## src/rtl/axil_csr_pkg.sv

```systemverilog
// Shared types and constants for the AXI4-Lite to CSR RAM bridge.
package axil_csr_pkg;

    typedef enum logic [1:0] {
        IDLE      = 2'd0,
        WRITE     = 2'd1,
        READ_WAIT = 2'd2,
        READ_DONE = 2'd3
    } csr_state_e;

    localparam logic [1:0] RESP_OKAY   = 2'b00;
    localparam logic [1:0] RESP_SLVERR = 2'b10;

    // Counter increment that sticks at all-ones instead of wrapping.
    function automatic logic [15:0] sat_inc16(input logic [15:0] value);
        return (value == 16'hFFFF) ? value : value + 16'd1;
    endfunction

endpackage

```

## src/rtl/axil_csr_if.sv

```systemverilog
// AXI4-Lite channel bundle; master drives requests, slave drives responses.
interface axil_csr_if #(
    parameter int DATA_WIDTH    = 32,
    parameter int ADDRESS_WIDTH = 18
) ();
    logic                      awvalid;
    logic                      awready;
    logic [ADDRESS_WIDTH-1:0]  awaddr;
    logic                      wvalid;
    logic                      wready;
    logic [DATA_WIDTH-1:0]     wdata;
    logic [DATA_WIDTH/8-1:0]   wstrb;
    logic                      bvalid;
    logic                      bready;
    logic [1:0]                bresp;
    logic                      arvalid;
    logic                      arready;
    logic [ADDRESS_WIDTH-1:0]  araddr;
    logic                      rvalid;
    logic                      rready;
    logic [DATA_WIDTH-1:0]     rdata;
    logic [1:0]                rresp;

    modport master (
        output awvalid, awaddr, wvalid, wdata, wstrb, bready, arvalid, araddr, rready,
        input  awready, wready, bvalid, bresp, arready, rvalid, rdata, rresp
    );

    modport slave (
        input  awvalid, awaddr, wvalid, wdata, wstrb, bready, arvalid, araddr, rready,
        output awready, wready, bvalid, bresp, arready, rvalid, rdata, rresp
    );
endinterface

```

## src/rtl/axil_csr_arbiter.sv

```systemverilog
// Two-way round-robin grant between a pending write and a pending read.
module axil_csr_arbiter (
    input  logic clk,
    input  logic rst_n,
    input  logic req_wr,
    input  logic req_rd,
    output logic gnt_wr,
    output logic gnt_rd
);
    logic last_wr_r;
    logic gnt_wr_s;
    logic gnt_rd_s;

    // On a tie, favour whichever type did not win last time.
    always_comb begin
        gnt_wr_s = 1'b0;
        gnt_rd_s = 1'b0;
        if (req_wr && req_rd) begin
            if (last_wr_r) begin
                gnt_rd_s = 1'b1;
            end else begin
                gnt_wr_s = 1'b1;
            end
        end else begin
            gnt_wr_s = req_wr;
            gnt_rd_s = req_rd;
        end
    end

    assign gnt_wr = gnt_wr_s;
    assign gnt_rd = gnt_rd_s;

    // Remember the most recent winner; reset state means the first tie goes to write.
    always_ff @(posedge clk or negedge rst_n) begin
        if (!rst_n) begin
            last_wr_r <= 1'b0;
        end else if (gnt_wr_s) begin
            last_wr_r <= 1'b1;
        end else if (gnt_rd_s) begin
            last_wr_r <= 1'b0;
        end else begin
            last_wr_r <= last_wr_r;
        end
    end
endmodule

```

## src/rtl/axil_csr_bridge.sv

```systemverilog
// AXI4-Lite slave that maps word-addressed accesses onto a single-port CSR RAM
// with configurable read latency and SLVERR for addresses past RAM_DEPTH.
module axil_csr_bridge
    import axil_csr_pkg::*;
#(
    parameter int DATA_WIDTH    = 32,
    parameter int ADDRESS_WIDTH = 18,
    parameter int RAM_DEPTH     = 32'd2 ** (ADDRESS_WIDTH - $clog2(DATA_WIDTH / 32'd8)),
    parameter int RAM_LATENCY   = 1,
    localparam int STRB_W  = DATA_WIDTH / 32'd8,
    localparam int BYTE_SH = $clog2(STRB_W),
    localparam int WORD_AW = ADDRESS_WIDTH - BYTE_SH
) (
    input  logic                AXI_clock,
    input  logic                AXI_reset_n,
    axil_csr_if.slave           AXIL,
    output logic                RAM_enable,
    output logic [STRB_W-1:0]   RAM_write_enable,
    output logic [WORD_AW-1:0]  RAM_address,
    output logic [DATA_WIDTH-1:0] RAM_write_data,
    input  logic [DATA_WIDTH-1:0] RAM_read_data,
    output logic [15:0]         decode_error_count
);
    localparam logic [31:0] DEPTH_U = 32'(RAM_DEPTH);
    localparam logic [2:0]  LAT_U   = 3'(RAM_LATENCY);

    csr_state_e              state_r;
    logic                    aw_lat_r, w_lat_r, ar_lat_r;
    logic [WORD_AW-1:0]      aw_word_r, ar_word_r;
    logic [DATA_WIDTH-1:0]   wdata_r;
    logic [STRB_W-1:0]       wstrb_r;
    logic [2:0]              cnt_r;
    logic                    err_r;
    logic                    bvalid_r, rvalid_r;
    logic [1:0]              bresp_r, rresp_r;
    logic [DATA_WIDTH-1:0]   rdata_r;
    logic                    ram_en_r;
    logic [STRB_W-1:0]       ram_we_r;
    logic [WORD_AW-1:0]      ram_addr_r;
    logic [DATA_WIDTH-1:0]   ram_wdata_r;
    logic [15:0]             dec_cnt_r;

    logic awready_s, wready_s, arready_s;
    logic aw_in_range_s, ar_in_range_s;
    logic req_wr_s, req_rd_s, gnt_wr_s, gnt_rd_s;
    logic unused_low_bits_s;

    // Byte-offset bits inside a word carry no meaning for this block.
    assign unused_low_bits_s = ^{AXIL.awaddr[BYTE_SH-1:0], AXIL.araddr[BYTE_SH-1:0]};

    assign awready_s = ~(aw_lat_r | bvalid_r);
    assign wready_s  = ~(w_lat_r | bvalid_r);
    assign arready_s = ~(ar_lat_r | (state_r == READ_WAIT) | rvalid_r);

    assign aw_in_range_s = (32'(aw_word_r) < DEPTH_U);
    assign ar_in_range_s = (32'(ar_word_r) < DEPTH_U);

    // New work is only started from IDLE; a finished response must drain first.
    assign req_wr_s = (state_r == IDLE) && aw_lat_r && w_lat_r && !bvalid_r;
    assign req_rd_s = (state_r == IDLE) && ar_lat_r && !rvalid_r;

    axil_csr_arbiter u_arbiter (
        .clk    (AXI_clock),
        .rst_n  (AXI_reset_n),
        .req_wr (req_wr_s),
        .req_rd (req_rd_s),
        .gnt_wr (gnt_wr_s),
        .gnt_rd (gnt_rd_s)
    );

    // Channel latches, transaction FSM, RAM port and response registers.
    always_ff @(posedge AXI_clock or negedge AXI_reset_n) begin
        if (!AXI_reset_n) begin
            state_r     <= IDLE;
            aw_lat_r    <= 1'b0;
            w_lat_r     <= 1'b0;
            ar_lat_r    <= 1'b0;
            aw_word_r   <= '0;
            ar_word_r   <= '0;
            wdata_r     <= '0;
            wstrb_r     <= '0;
            cnt_r       <= 3'd0;
            err_r       <= 1'b0;
            bvalid_r    <= 1'b0;
            rvalid_r    <= 1'b0;
            bresp_r     <= RESP_OKAY;
            rresp_r     <= RESP_OKAY;
            rdata_r     <= '0;
            ram_en_r    <= 1'b0;
            ram_we_r    <= '0;
            ram_addr_r  <= '0;
            ram_wdata_r <= '0;
            dec_cnt_r   <= 16'd0;
        end else begin
            ram_en_r <= 1'b0;
            ram_we_r <= '0;
            if (AXIL.awvalid && awready_s) begin
                aw_lat_r  <= 1'b1;
                aw_word_r <= AXIL.awaddr[ADDRESS_WIDTH-1:BYTE_SH];
            end
            if (AXIL.wvalid && wready_s) begin
                w_lat_r <= 1'b1;
                wdata_r <= AXIL.wdata;
                wstrb_r <= AXIL.wstrb;
            end
            if (AXIL.arvalid && arready_s) begin
                ar_lat_r  <= 1'b1;
                ar_word_r <= AXIL.araddr[ADDRESS_WIDTH-1:BYTE_SH];
            end
            if (bvalid_r && AXIL.bready) begin
                bvalid_r <= 1'b0;
            end
            case (state_r)
                IDLE: begin
                    if (gnt_wr_s) begin
                        state_r <= WRITE;
                        err_r   <= !aw_in_range_s;
                        if (aw_in_range_s) begin
                            ram_en_r    <= 1'b1;
                            ram_we_r    <= wstrb_r;
                            ram_addr_r  <= aw_word_r;
                            ram_wdata_r <= wdata_r;
                        end
                    end else if (gnt_rd_s) begin
                        state_r  <= READ_WAIT;
                        cnt_r    <= 3'd0;
                        ar_lat_r <= 1'b0;
                        err_r    <= !ar_in_range_s;
                        if (ar_in_range_s) begin
                            ram_en_r   <= 1'b1;
                            ram_addr_r <= ar_word_r;
                        end
                    end
                end
                WRITE: begin
                    aw_lat_r <= 1'b0;
                    w_lat_r  <= 1'b0;
                    bvalid_r <= 1'b1;
                    bresp_r  <= err_r ? RESP_SLVERR : RESP_OKAY;
                    if (err_r) begin
                        dec_cnt_r <= sat_inc16(dec_cnt_r);
                    end
                    state_r <= IDLE;
                end
                READ_WAIT: begin
                    if (cnt_r == LAT_U) begin
                        rvalid_r <= 1'b1;
                        rresp_r  <= err_r ? RESP_SLVERR : RESP_OKAY;
                        rdata_r  <= err_r ? '0 : RAM_read_data;
                        if (err_r) begin
                            dec_cnt_r <= sat_inc16(dec_cnt_r);
                        end
                        state_r <= READ_DONE;
                    end else begin
                        cnt_r <= cnt_r + 3'd1;
                    end
                end
                READ_DONE: begin
                    if (AXIL.rready) begin
                        rvalid_r <= 1'b0;
                        state_r  <= IDLE;
                    end
                end
                default: begin
                    state_r <= IDLE;
                end
            endcase
        end
    end

    assign AXIL.awready = awready_s;
    assign AXIL.wready  = wready_s;
    assign AXIL.arready = arready_s;
    assign AXIL.bvalid  = bvalid_r;
    assign AXIL.bresp   = bresp_r;
    assign AXIL.rvalid  = rvalid_r;
    assign AXIL.rresp   = rresp_r;
    assign AXIL.rdata   = rdata_r;

    assign RAM_enable         = ram_en_r;
    assign RAM_write_enable   = ram_we_r;
    assign RAM_address        = ram_addr_r;
    assign RAM_write_data     = ram_wdata_r;
    assign decode_error_count = dec_cnt_r;
endmodule
```

## src/flat_wrapper.sv

```systemverilog
// flat-port wrapper written by rule: the top's interface ports become plain ports
module axil_csr_bridge_flat import axil_csr_pkg::*;
#(
    parameter int DATA_WIDTH    = 32,
    parameter int ADDRESS_WIDTH = 18,
    parameter int RAM_DEPTH     = 32'd2 ** (ADDRESS_WIDTH - $clog2(DATA_WIDTH / 32'd8)),
    parameter int RAM_LATENCY   = 1,
    localparam int STRB_W  = DATA_WIDTH / 32'd8,
    localparam int BYTE_SH = $clog2(STRB_W),
    localparam int WORD_AW = ADDRESS_WIDTH - BYTE_SH
)
  (AXI_clock, AXI_reset_n, RAM_enable, RAM_write_enable, RAM_address, RAM_write_data, RAM_read_data, decode_error_count, AXIL_awvalid, AXIL_awaddr, AXIL_wvalid, AXIL_wdata, AXIL_wstrb, AXIL_bready, AXIL_arvalid, AXIL_araddr, AXIL_rready, AXIL_awready, AXIL_wready, AXIL_bvalid, AXIL_bresp, AXIL_arready, AXIL_rvalid, AXIL_rdata, AXIL_rresp);
  axil_csr_if #(.DATA_WIDTH(DATA_WIDTH), .ADDRESS_WIDTH(ADDRESS_WIDTH)) AXIL_i ();
  input  logic AXI_clock;
  input  logic AXI_reset_n;
  output logic RAM_enable;
  output logic [STRB_W-1:0] RAM_write_enable;
  output logic [WORD_AW-1:0] RAM_address;
  output logic [DATA_WIDTH-1:0] RAM_write_data;
  input  logic [DATA_WIDTH-1:0] RAM_read_data;
  output logic [15:0] decode_error_count;
  input wire logic [$bits(AXIL_i.awvalid)-1:0] AXIL_awvalid;
  input wire logic [$bits(AXIL_i.awaddr)-1:0] AXIL_awaddr;
  input wire logic [$bits(AXIL_i.wvalid)-1:0] AXIL_wvalid;
  input wire logic [$bits(AXIL_i.wdata)-1:0] AXIL_wdata;
  input wire logic [$bits(AXIL_i.wstrb)-1:0] AXIL_wstrb;
  input wire logic [$bits(AXIL_i.bready)-1:0] AXIL_bready;
  input wire logic [$bits(AXIL_i.arvalid)-1:0] AXIL_arvalid;
  input wire logic [$bits(AXIL_i.araddr)-1:0] AXIL_araddr;
  input wire logic [$bits(AXIL_i.rready)-1:0] AXIL_rready;
  output wire logic [$bits(AXIL_i.awready)-1:0] AXIL_awready;
  output wire logic [$bits(AXIL_i.wready)-1:0] AXIL_wready;
  output wire logic [$bits(AXIL_i.bvalid)-1:0] AXIL_bvalid;
  output wire logic [$bits(AXIL_i.bresp)-1:0] AXIL_bresp;
  output wire logic [$bits(AXIL_i.arready)-1:0] AXIL_arready;
  output wire logic [$bits(AXIL_i.rvalid)-1:0] AXIL_rvalid;
  output wire logic [$bits(AXIL_i.rdata)-1:0] AXIL_rdata;
  output wire logic [$bits(AXIL_i.rresp)-1:0] AXIL_rresp;
  assign AXIL_i.awvalid = AXIL_awvalid;
  assign AXIL_i.awaddr = AXIL_awaddr;
  assign AXIL_i.wvalid = AXIL_wvalid;
  assign AXIL_i.wdata = AXIL_wdata;
  assign AXIL_i.wstrb = AXIL_wstrb;
  assign AXIL_i.bready = AXIL_bready;
  assign AXIL_i.arvalid = AXIL_arvalid;
  assign AXIL_i.araddr = AXIL_araddr;
  assign AXIL_i.rready = AXIL_rready;
  assign AXIL_awready = AXIL_i.awready;
  assign AXIL_wready = AXIL_i.wready;
  assign AXIL_bvalid = AXIL_i.bvalid;
  assign AXIL_bresp = AXIL_i.bresp;
  assign AXIL_arready = AXIL_i.arready;
  assign AXIL_rvalid = AXIL_i.rvalid;
  assign AXIL_rdata = AXIL_i.rdata;
  assign AXIL_rresp = AXIL_i.rresp;
  axil_csr_bridge #(.DATA_WIDTH(DATA_WIDTH), .ADDRESS_WIDTH(ADDRESS_WIDTH), .RAM_DEPTH(RAM_DEPTH), .RAM_LATENCY(RAM_LATENCY)) u_core (.AXI_clock(AXI_clock), .AXI_reset_n(AXI_reset_n), .AXIL(AXIL_i), .RAM_enable(RAM_enable), .RAM_write_enable(RAM_write_enable), .RAM_address(RAM_address), .RAM_write_data(RAM_write_data), .RAM_read_data(RAM_read_data), .decode_error_count(decode_error_count));
endmodule
```

## config.mk

```make
export PLATFORM = sky130hd
export DESIGN_NAME = axil_csr_bridge_flat
export DESIGN_NICKNAME = d
export VERILOG_FILES = /design/src/rtl/axil_csr_pkg.sv /design/src/rtl/axil_csr_if.sv /design/src/rtl/axil_csr_arbiter.sv /design/src/rtl/axil_csr_bridge.sv /design/src/flat_wrapper.sv
export SDC_FILE = /design/constraint.sdc
export NUM_CORES = 1
export LEC_CHECK = 0
export CAP_MARGIN = 10
export CORE_MARGIN = 2
export CORE_UTILIZATION = 46
export DETAILED_ROUTE_END_ITERATION = 7
export DONT_BUFFER_PORTS = 1
export RECOVER_POWER = 50
export SYNTH_ARGS = -nofsm -noshare
export SYNTH_HDL_FRONTEND = slang
export SYNTH_HIERARCHICAL = 1
export SYNTH_SLANG_ARGS = --single-unit
```

## constraint.sdc

```tcl
create_clock -name AXI_clock -period 6.8 [get_ports AXI_clock]
set_clock_uncertainty 0.1 [all_clocks]
set_input_delay 1.36 -clock AXI_clock [delete_from_list [all_inputs] [get_ports AXI_clock]]
set_output_delay 1.36 -clock AXI_clock [all_outputs]
set_load 0.005 [all_outputs]
```

# == Yosys cells after proc, flatten, opt, wreduce, memory -nomap -nowiden ==
# Cells that the tools add are included.
# word_totals
ff_bits,185
word_cells,110
out_inout_bits,110
# op_classes
n_mux,42
n_addsub,2
n_bitwise,7
n_reduce_logical,27
eq_ne,11
# op_table
cell,count
$mux 16,5
$mux 32,1
$pmux 16 s2,1
$mux 1,22
$add 16x1->16 const B,1
$eq 16x16->1 const B,1
$reduce_bool 2->1,7
$logic_and 1x1->1,10
$mux 2,5
$mux 3,3
$mux 4,2
$ne 2x2->1 const B,4
$pmux 2 s4,1
$reduce_and 2->1,4
$pmux 3 s2,1
$reduce_and 3->1,2
$eq 2x2->1 const B,2
$or 1x1->1,4
$reduce_and 4->1,1
$add 3x1->3 const B,1
$eq 3x1->1 const B,1
$ne 3x1->1 const B,1
$not 1->1,3
$eq 2x1->1 const B,1
4 further kinds,5

# == Logic depth before layout (Yosys ltp) ==
# Gate-level depths: netlist of the first run.
# logic_depth
depth_word,9
mapped_depth,8

# == By module ==
# Netlist of the first run, hierarchy kept.
# modules_own_cells
mod,n_inst,seq_area_each_um2,area_each_um2,cells_per_inst
axil_csr_bridge,1,4078.9,6537.5,417
axil_csr_arbiter,1,25.0,52.6,6

# == Least setup slack after synthesis of the first run ==
# OpenSTA, ideal clock, no wires.
# synth_timing
kind,reg-to-reg
startpoint,register u_core.state_r[1]
endpoint,"register u_core.ram_wdata_r[10], in the netlist u_core/RAM_write_data[10]"
slack_ns,4.217
period_less_slack_ns,2.583
stages_incl_launch_ff,9
t_required_ns,6.575
t_arrival_ns,2.359
setup_time_ns,0.125
cell_sequence,dfrtp_1 -> buf_2 -> nor4_1 -> a21boi_0 -> buf_6 -> inv_2 -> nor3_4 -> buf_6 -> mux2_2
# synth_between
elab_chain_len,7
# synth_rtl
item,line,text
"start, declared",axil_csr_bridge.sv:27,csr_state_e state_r;
"start signal, assigned",axil_csr_bridge.sv:74,state_r <= IDLE;
"start signal, assigned",axil_csr_bridge.sv:116,state_r <= WRITE;
"start signal, assigned",axil_csr_bridge.sv:125,state_r <= READ_WAIT;
$logic_not 2->1 (*),axil_csr_bridge.sv:59,assign req_wr_s = (state_r == IDLE) && aw_lat_r && w_lat_r && !bvalid_r;
$logic_and 1x1->1 (*) (3 in a row),axil_csr_bridge.sv:59,
named net u_core.req_wr_s,axil_csr_bridge.sv:45,"logic req_wr_s, req_rd_s, gnt_wr_s, gnt_rd_s;"
$logic_and 1x1->1,axil_csr_arbiter.sv:18,if (req_wr && req_rd) begin
$mux 1 (*),axil_csr_arbiter.sv:18,
named net u_core.gnt_wr_s,axil_csr_bridge.sv:45,
$reduce_and 2->1 (no source line) (*),--,
"end signal, assigned",axil_csr_bridge.sv:122,ram_wdata_r <= wdata_r;
"end, declared",axil_csr_bridge.sv:40,logic [DATA_WIDTH-1:0] ram_wdata_r;
# The timed path passes the listed nets; every way through them passes the cells marked *.
# A chain may end at the register's enable or synchronous reset.

# == Worst setup path in the final report of the first run ==
# layout_timing
startpoint,input port AXIL_wvalid
endpoint,register u_core.wdata_r[12]
# layout_between
elab_chain_len,1
# layout_rtl
item,line,text
"start, declared",flat_wrapper.sv:24,input wire logic [$bits(AXIL_i.wvalid)-1:0] AXIL_wvalid;
$logic_and 1x1->1,axil_csr_bridge.sv:101,if (AXIL.wvalid && wready_s) begin
"end signal, assigned",axil_csr_bridge.sv:103,wdata_r <= AXIL.wdata;
"end, declared",axil_csr_bridge.sv:30,logic [DATA_WIDTH-1:0] wdata_r;
# No other way between the ends.

==> impl.org, run 1 <==
** Place
- Number of instances in the placed design :: 591
- The placed instances occupy a cell area of 0.00666 mm².
- Routability-driven placement finished with a final weighted congestion of 0.757.
- Summed over all nets, the half-perimeter wirelength after detailed placement is 8310 µm.
- Total of buffers placed on input and output ports :: 0

** Synthesis
- Post-synthesis instance area :: 0.00659 mm²
- Top cell type by total area after synthesis :: sky130_fd_sc_hd__dfrtp_1
- Yosys warning total :: 6
- Synth Register Bits :: 164
- Sequential-to-total area share from yosys stat :: 62.3%
- After technology mapping, the gate count stands at 423.
- Top FF cell, synth :: sky130_fd_sc_hd__dfrtp_1
- Counting flops with a built-in enable in the synthesized netlist gives 0.
- Proportion of register bits with asynchronous set or reset after synthesis :: 100%
- Largest cells by area after synthesis :: sky130_fd_sc_hd__dfrtp_1, sky130_fd_sc_hd__mux2_2, sky130_fd_sc_hd__buf_4
- Count of distinct cell types in the synthesized netlist :: 35
- Most common cell in the synthesized netlist :: sky130_fd_sc_hd__dfrtp_1
- The commonest cells after synthesis are sky130_fd_sc_hd__dfrtp_1, sky130_fd_sc_hd__mux2_2, sky130_fd_sc_hd__buf_4, sky130_fd_sc_hd__nor2_1.
- Summed over its instances, the top area cell type makes up 62.3% of the synthesized netlist area.
- Synthesized area per cell :: 15.6 µm²

** GRT
- Vias in the first global route :: 3454
- Wire length of the first global-routing pass :: 18300 µm
- GR Util All Layers :: 16.1%
- GRT Residual Overflow :: 0
- Initial antenna violation count :: 0
- Maximum number of pins on one net before global-route repair :: 165

** Setup path
- WS Path Type :: input pin to register
- Startpoint of the most critical register-to-register path :: u_core/AXIL.bvalid$_DFFE_PN0P_
- Required time at the worst-slack endpoint :: 6990 ps
- The worst setup path is captured at a register.
- CP arrival :: 3480 ps
- STA classifies the critical path startpoint as an input pin.
- Worst reg-to-reg setup slack :: 3910 ps
- Crit path max fanout :: 37
- Number of cells on the worst reg-to-reg path :: 3
- Critical R2R Capture :: u_core/wdata_r[12]$_DFFE_PN0P_

** Routing
- Detail-routed via count per cell :: 5.21
- The routed layout has 3234 vias.
- The count of nets left with antenna violations once routing finished came out at 0.
- In the routed design, unresolved DRC markers number 0.
- For this block, the routed nets add up to 12100 µm of wire.
- Number of optimization iterations in the first detailed-route pass :: 4
- Routed wirelength normalized by instance count :: 19.6 µm
- The first routing iteration left 86 violations.

** Finish
- The multi-input combinational cells in the finished layout cover a total of 0.00225 mm².
- Layout Cells excl Fill :: 621
- Number of inserted diodes :: 0
- Synthesis-to-layout area growth :: 9.40%
- Registers take 0.00410 mm².
- Fraction of final layout cells with drive strength greater than 1 :: 45.1%
- At the end of the flow, the number of nets in the layout was 543.
- After routing the design area is 0.00721 mm².
- Layout filler cell count :: 1180

** Clock network
- Setup Fix Bufs, Post-CTS :: 0
- Number of sinks driven by the clock tree :: 164
- Number of H-tree branching levels :: 4
- CTS root buf :: sky130_fd_sc_hd__clkbuf_16
- Source-to-sink clock delay at the later pin of the worst-skew pair :: 410 ps
- CTS tree :: yes
- Clock-pin slew reported for the worst setup and hold paths after clock tree synthesis :: 60 ps
- In this run the deepest clock path goes through 2 buffers.
- The number of gates resized after CTS was 0.
- Total of hold buffers inserted after clock tree synthesis :: 0
- The number of clock buffers added by TritonCTS is 17.

** Outcome
- Status :: finished, violations left
- The final reports fail on max-capacitance violations, max-slew violations.

** STA
- Total count of max-transition violations in the final report :: 71
- For the finished layout, the period the worst path requires is 3290 ps.
- Adding up every negative setup slack in the final design gives 0 ps.
- Post-route clock period utilization :: 48.4%
- Worst-case headroom to the max-slew limit :: -40.4%
- Final hold violation count :: 0
- Max Clk Rate :: 304 MHz
- Number of failing setup endpoints in the final timing report :: 0
- At the pin with the least slew margin, the transition time is 2110 ps.
- Setup repair after global routing left no endpoint under its margin.

** Worst hold path
- End of the worst hold path :: u_core/RAM_write_enable[1]$_DFF_PN0_
- Along the worst hold path, the cell count comes to 1.
- Min-Delay Startpoint :: u_core/wstrb_r[1]$_DFFE_PN0P_
- In this run the worst hold path is classified as register to register.

** Die
- The die covers 0.0153 mm².
- Vertical die dimension :: 124 µm
- Overall die width :: 124 µm
- The initialized floorplan defines 43 standard-cell rows.
- Starting Density :: 47.3%
- Area inside the core boundary :: 0.0139 mm²
- I/O pin count :: 221

** Run
- Across the run, the number of max-cap violations was 2.

** Power
- Comb pwr share :: 24.9%
- The analysis attributes to cell leakage a power of 0.00317 µW.
- Registers are responsible for 49.3% of the overall power.
- Worst vdd rail ir drop :: 0.219 mV
- Sw Pwr :: 1000 µW
- Internal Power :: 2580 µW
- Sw Share :: 27.9%
- Power spread over the standard cell area amounts to 497 mW/mm².
- The clock network burns 25.8% of the power.
==> worst max path at each step <==
stage | cells past startpoint | slack (ps) | start | endpoint
floorplan | 8 | 4220 | u_core/state_r[1]$_DFFE_PN0P_ | u_core/RAM_write_data[10]$_DFFE_PN0P_
global placement | 6 | 3990 | u_core/state_r[1]$_DFFE_PN0P_ | u_core/RAM_address[3]$_DFFE_PN0P_
detailed placement | 6 | 3930 | u_core/state_r[1]$_DFFE_PN0P_ | u_core/RAM_address[1]$_DFFE_PN0P_
CTS | 2 | 3770 | u_core/state_r[1]$_DFFE_PN0P_ | AXIL_arready
global route | 3 | 3330 | AXIL_wvalid | u_core/wdata_r[16]$_DFFE_PN0P_
finish | 3 | 3510 | AXIL_wvalid | u_core/wdata_r[12]$_DFFE_PN0P_
==> cell usage in the layout (no fill, tap or decap) <==
master	synthesis	layout
sky130_fd_sc_hd__nor4_1	2	2
sky130_fd_sc_hd__nor3_4	1	1
sky130_fd_sc_hd__a21boi_0	2	1
sky130_fd_sc_hd__nor3_2	1	1
sky130_fd_sc_hd__a21boi_1	1	1
sky130_fd_sc_hd__ha_1	2	2
sky130_fd_sc_hd__a21oi_1	3	3
sky130_fd_sc_hd__inv_6	0	1
sky130_fd_sc_hd__and2_1	4	4
sky130_fd_sc_hd__clkbuf_16	0	17
sky130_fd_sc_hd__mux2_2	162	162
sky130_fd_sc_hd__conb_1	1	20
sky130_fd_sc_hd__nand2b_2	1	1
sky130_fd_sc_hd__buf_4	26	3
sky130_fd_sc_hd__nand2b_1	1	1
sky130_fd_sc_hd__inv_1	5	5
sky130_fd_sc_hd__nor3b_2	1	1
sky130_fd_sc_hd__clkinvlp_4	0	2
sky130_fd_sc_hd__nor2_2	1	1
sky130_fd_sc_hd__a21o_1	1	1
sky130_fd_sc_hd__nor3b_1	1	1
sky130_fd_sc_hd__clkinv_2	0	4
sky130_fd_sc_hd__a21boi_2	0	1
sky130_fd_sc_hd__mux2i_1	3	3
sky130_fd_sc_hd__o21ai_0	2	2
sky130_fd_sc_hd__bufinv_16	0	3
sky130_fd_sc_hd__mux2_1	2	2
sky130_fd_sc_hd__inv_2	1	1
sky130_fd_sc_hd__a31oi_1	1	1
sky130_fd_sc_hd__nor2_1	10	10
sky130_fd_sc_hd__nand3_1	1	2
sky130_fd_sc_hd__nand2_1	5	5
sky130_fd_sc_hd__clkbuf_1	1	6
sky130_fd_sc_hd__dfrtp_1	164	164
sky130_fd_sc_hd__o22ai_1	2	2
sky130_fd_sc_hd__nor2b_1	2	2
sky130_fd_sc_hd__nor3_1	1	1
sky130_fd_sc_hd__or4b_1	1	1
==> metal layers <==
| metal | up-vias | wire length (µm) | GRT usage [%] |
|---|---|---|---|
| met1 | 1642 | 4810 | 18.8 |
| met3 | 12 | 1180 | 7.74 |
| met5 | - | 0 | 0 |
| met2 | 128 | 6020 | 25.5 |
| li1 | 1452 | - | - |
| met4 | 0 | 137 | 6.39 |
==> critical path, stage by stage <==
cell	delay [ps]
sky130_fd_sc_hd__nor3b_2	120
sky130_fd_sc_hd__clkbuf_1	1510
sky130_fd_sc_hd__mux2_2	450
==> power groups by stage <==
stage / clock network (µW) / registers, µW / logic (µW)
after CTS: 958 / 1780 / 906
after floorplan: 0 / 1670 / 818
final: 925 / 1770 / 892
after global routing: 1000 / 1840 / 978
after global placement: 0 / 1780 / 861
after detailed placement: 0 / 1800 / 908
==> metrics by stage <==
step	power (µW)	utilization, %	hold slack [ps]	worst slack [ps]
after global routing	3810	51.7	414	3330
final	3580	51.7	382	3510
after global placement	2640	47.8	360	3990
after CTS	3650	51.9	385	3770
after detailed placement	2710	47.8	371	3930
after floorplan	2490	-	349	4220
==> sequential cells by signal, indices dropped and copies added (netlist names) <==
register	flops
u_core/wstrb_r	4
u_core/wdata_r	32
u_core/RAM_enable	1
u_core/AXIL.bvalid	1
u_core/AXIL.rvalid	1
u_core/aw_lat_r	1
u_core/cnt_r	3
u_core/state_r	2
u_core/ar_lat_r	1
u_core/RAM_address	16
u_core/RAM_write_data	32
u_core/w_lat_r	1
u_core/RAM_write_enable	4
u_core/aw_word_r	16
u_core/u_arbiter/last_wr_r	1
u_core/ar_word_r	16
u_core/AXIL.rdata	32
==> layout make-up <==
| cell class | instances | area share [%] |
|---|---|---|
| Inverter | 6 | 0.312 |
| Sequential cell | 164 | 56.9 |
| Multi-Input combinational cell | 235 | 31.3 |
| Tap cell | 180 | 3.12 |
| Timing Repair Buffer | 6 | 0.469 |
| Clock buffer | 20 | 6.06 |
| Clock inverter | 10 | 1.86 |
==> cells by family after synthesis <==
family                   synth area share [%]
other                                  0.0569
adder cells (fa/ha/maj)                 0.380
AO/OA/AOI/OAI                            1.12
flip-flops                               62.3
AND/OR/NAND/NOR                          3.09
multiplexers                             28.5
buffers and inverters                    4.59
Power figures use the tool's default switching activity.
==> run 2: changes to the inputs <==
==> constraint.sdc (replaced) <==
create_clock -name AXI_clock -period 3.38 [get_ports AXI_clock]
set_clock_uncertainty 0.1 [all_clocks]
set_input_delay 0.676 -clock AXI_clock [delete_from_list [all_inputs] [get_ports AXI_clock]]
set_output_delay 0.676 -clock AXI_clock [all_outputs]
set_load 0.005 [all_outputs]
==> run 2 against run 1 <==
  * The run ends with negative hold slack, max-capacitance violations, max-slew violations left
  * Via count up 1.1%
  * Total power up 100%
  * Non-clock buffer count up 1
  * Design area up 0.35%
  * Final cell count up 0.48%
  * Setup slack worse by 3000 ps
  * Count of clock-buffer cells in the layout up 2
  * Worst hold slack worse by 530 ps
  * Global-route usage about the same
  * Register-to-register slack worse by 3400 ps
  * Sequential power up 100%
  * Highest routed layer unchanged
==> impl.org, run 2 (synthesis gave the netlist of run 1 again) <==
** Outcome
- The run finished, with violations left.
- Violations in the final reports :: negative hold slack, max-capacitance violations, max-slew violations

** GRT
- The number of global-route vias before repair was 3458 (+0.12%).
- The combined global-route utilization of all metal layers is 16.1% (about the same).
- The global-route wire length before repair came to 18200 µm (-0.79%).
- The met3 layer usage reported by global route came to 8.84% (+1.1 points).
- GRT Residual Overflow :: 0 (unchanged)
- The global routing usage on met2 was 25.0% (-0.52 points).
- The global-route track usage on met1 came to 18.0% (-0.77 points).
- Initial antenna violation count :: 0 (unchanged)
- In this run the most used layer during global routing was met2.
- The largest net degree at the start of global routing is 165 (unchanged).

** Routing
- Drt initial violations :: 88 (+2.3%)
- Detail-routed via count per cell :: 5.24 (+0.57%)
- The number of optimization iterations in the first detailed-route pass is 6 (+2).
- The final wirelength was 12200 µm (+0.34%).
- Post-route antenna net violation count :: 0 (unchanged)
- The post-detailed-route wirelength per cell came to 19.5 µm (-0.14%).
- The remaining design rule violation count is 0 (unchanged).
- The via count was 3268 (+1.1%).

** Die
- Num rows :: 43 (unchanged)
- Vertical die dimension :: 124 µm (unchanged)
- Overall die width :: 124 µm (unchanged)
- The I/O pin total is 221 (unchanged).
- Starting Density :: 47.3% (unchanged)
- Area inside the core boundary :: 0.0139 mm² (unchanged)
- Die Area :: 0.0153 mm² (unchanged)

** STA
- The worst relative slew slack was -38.8% (+1.6 points).
- The final worst hold slack is -148 ps (-530 ps).
- Based on the critical path, the design can be clocked at up to 347 MHz.
- Worst Tran Pin Value :: 2080 ps (-24.6 ps)
- Final sum of negative setup slack :: 0 ps (unchanged)
- Setup repair after global routing missed its margin :: false
- Post-route clock period utilization :: 85.4%
- Number of failing setup endpoints in the final timing report :: 0 (unchanged)
- For the finished layout, the period the worst path requires is 2890 ps.
- The worst setup slack after layout is 495 ps (-3010 ps).
- The number of max-slew violations in the final report was 38 (-46%).
- Final hold violation count :: 164 (+164)

** Clock network
- The TritonCTS buffer count was 17 (unchanged).
- The worst-case clock buffer depth was 2 (unchanged).
- Number of instances resized during post-cts repair :: 0 (unchanged)
- Setup Fix Bufs, Post-CTS :: 0 (unchanged)
- CTS tree :: yes
- Source-to-sink clock delay at the later pin of the worst-skew pair :: 420 ps (about the same)
- The root buffer cell chosen for the clock tree is sky130_fd_sc_hd__clkbuf_16.
- Number of H-tree branching levels :: 4 (unchanged)
- The clock transition at the registers of the reported paths is 60 ps (about the same).
- Number of sinks driven by the clock tree :: 164 (unchanged)

** Setup path
- WS Path Type :: register to register
- Nature of the critical path startpoint :: register
- Crit path max fanout :: 37 (unchanged)
- Critical R2R Capture :: u_core/wdata_r[8]$_DFFE_PN0P_
- Worst reg-to-reg setup slack :: 490 ps (-3420 ps)
- CP arrival :: 3080 ps (-400 ps)
- The required time of the critical path is 3580 ps (-3410 ps).
- Startpoint of the most critical register-to-register path :: u_core/AXIL.bvalid$_DFFE_PN0P_
- Number of cells on the worst reg-to-reg path :: 3 (unchanged)
- STA classifies the critical path endpoint as a register.

** Finish
- Final #Nets :: 544 (+0.18%)
- The library cells used most frequently in the layout, excluding fill and tap cells, are sky130_fd_sc_hd__dfrtp_1, sky130_fd_sc_hd__mux2_2, sky130_fd_sc_hd__conb_1, sky130_fd_sc_hd__clkbuf_16, sky130_fd_sc_hd__nor2_1.
- Fraction of final layout cells with drive strength greater than 1 :: 46.4% (+1.3 points)
- Compared with the post-synthesis result, the final layout area differs by 9.78%.
- Leaving out fill and tap cells, the most frequent cell in the layout is sky130_fd_sc_hd__dfrtp_1.
- Layout Cells excl Fill :: 624 (+0.48%)
- Final standard cell area without fillers :: 0.00723 mm² (+0.35%)
- The antenna diode instance count came to 0 (unchanged).

** Place
- The worst slack after detailed placement came to 693 ps (-3240 ps).
- The instance count after placement with tap cells included is 592 (+0.17%).
- The instance area at placement came to 0.00667 mm² (+0.11%).
- Total of buffers placed on input and output ports :: 0 (unchanged)
- Final Wtd Congestion :: 0.759 (+0.20%)
- Post-detailed-placement half-perimeter wirelength :: 8270 µm (-0.53%)

** Power
- Worst vdd rail ir drop :: 0.427 mV (+95%)
- Static leakage power :: 0.00320 µW (+0.74%)
- The power density over the cells was 995 mW/mm² (+100%).
- The overall power is 7200 µW (+100%).

** Run
- Number of max-cap violations :: 1 (-1)

** Worst hold path
- Path type of the worst min-delay path :: input pin to async pin
-- run 2: changes by cell type in the layout (fill, tap and decap cells not counted), sizes merged --
cell / delta
bufinv: -1
inv: -1
clkinv: +3
clkinvlp: -1
buf: +3
-- run 2: area by class of cell --
type,instances,area [µm²]
clock buffers,22,464
clock inverters,10,106
fillers,1184,6700
inverters,6,22.5
multi-input cells,235,2260
flip-flops and latches,164,4100
well taps,180,225
repair buffers,7,48.8
-- run 2: worst max-delay path by stage --
stage	endpoint	from	slack, ps	depth (start not counted)
global route	u_core/wdata_r[14]$_DFFE_PN0P_	u_core/AXIL.bvalid$_DFFE_PN0P_	280	3
global placement	u_core/RAM_write_data[9]$_DFFE_PN0P_	u_core/state_r[1]$_DFFE_PN0P_	780	6
detailed placement	u_core/RAM_write_data[8]$_DFFE_PN0P_	u_core/state_r[1]$_DFFE_PN0P_	690	6
floorplan	u_core/RAM_write_data[10]$_DFFE_PN0P_	u_core/state_r[1]$_DFFE_PN0P_	800	8
finish	u_core/wdata_r[8]$_DFFE_PN0P_	u_core/AXIL.bvalid$_DFFE_PN0P_	490	3
CTS	u_core/RAM_write_data[8]$_DFFE_PN0P_	u_core/state_r[1]$_DFFE_PN0P_	670	6
-- run 2: power breakdown --
group          leakage [µW]  total (µW)  internal, µW  switching (µW)
combinational      0.000933        1800          1140             657
clock              0.000283        1840          1120             721
sequential          0.00198        3560          2910             649
total               0.00320        7200          5180            2030
-- run 2: metal layers --
metal | vias up | part of all wire [%] | routed length [µm]
li1 | 1455 | - | -
met1 | 1657 | 38 | 4620
met2 | 139 | 49 | 5940
met3 | 17 | 11 | 1390
met4 | 0 | 1.9 | 236
met5 | - | 0 | 0
-- run 2: stage by stage --
stage / hold slack (ps) / util [%]
after floorplan: 280 / -
after global placement: 284 / 47.8
after detailed placement: 284 / 47.8
after CTS: -174 / 51.9
after global routing: -178 / 51.9
final: -148 / 51.9
-- run 2: critical path, stage by stage, from the launching register on --
cell	delay, ps
sky130_fd_sc_hd__dfrtp_1	480
sky130_fd_sc_hd__nor3b_2	200
sky130_fd_sc_hd__clkbuf_1	1490
sky130_fd_sc_hd__mux2_2	450
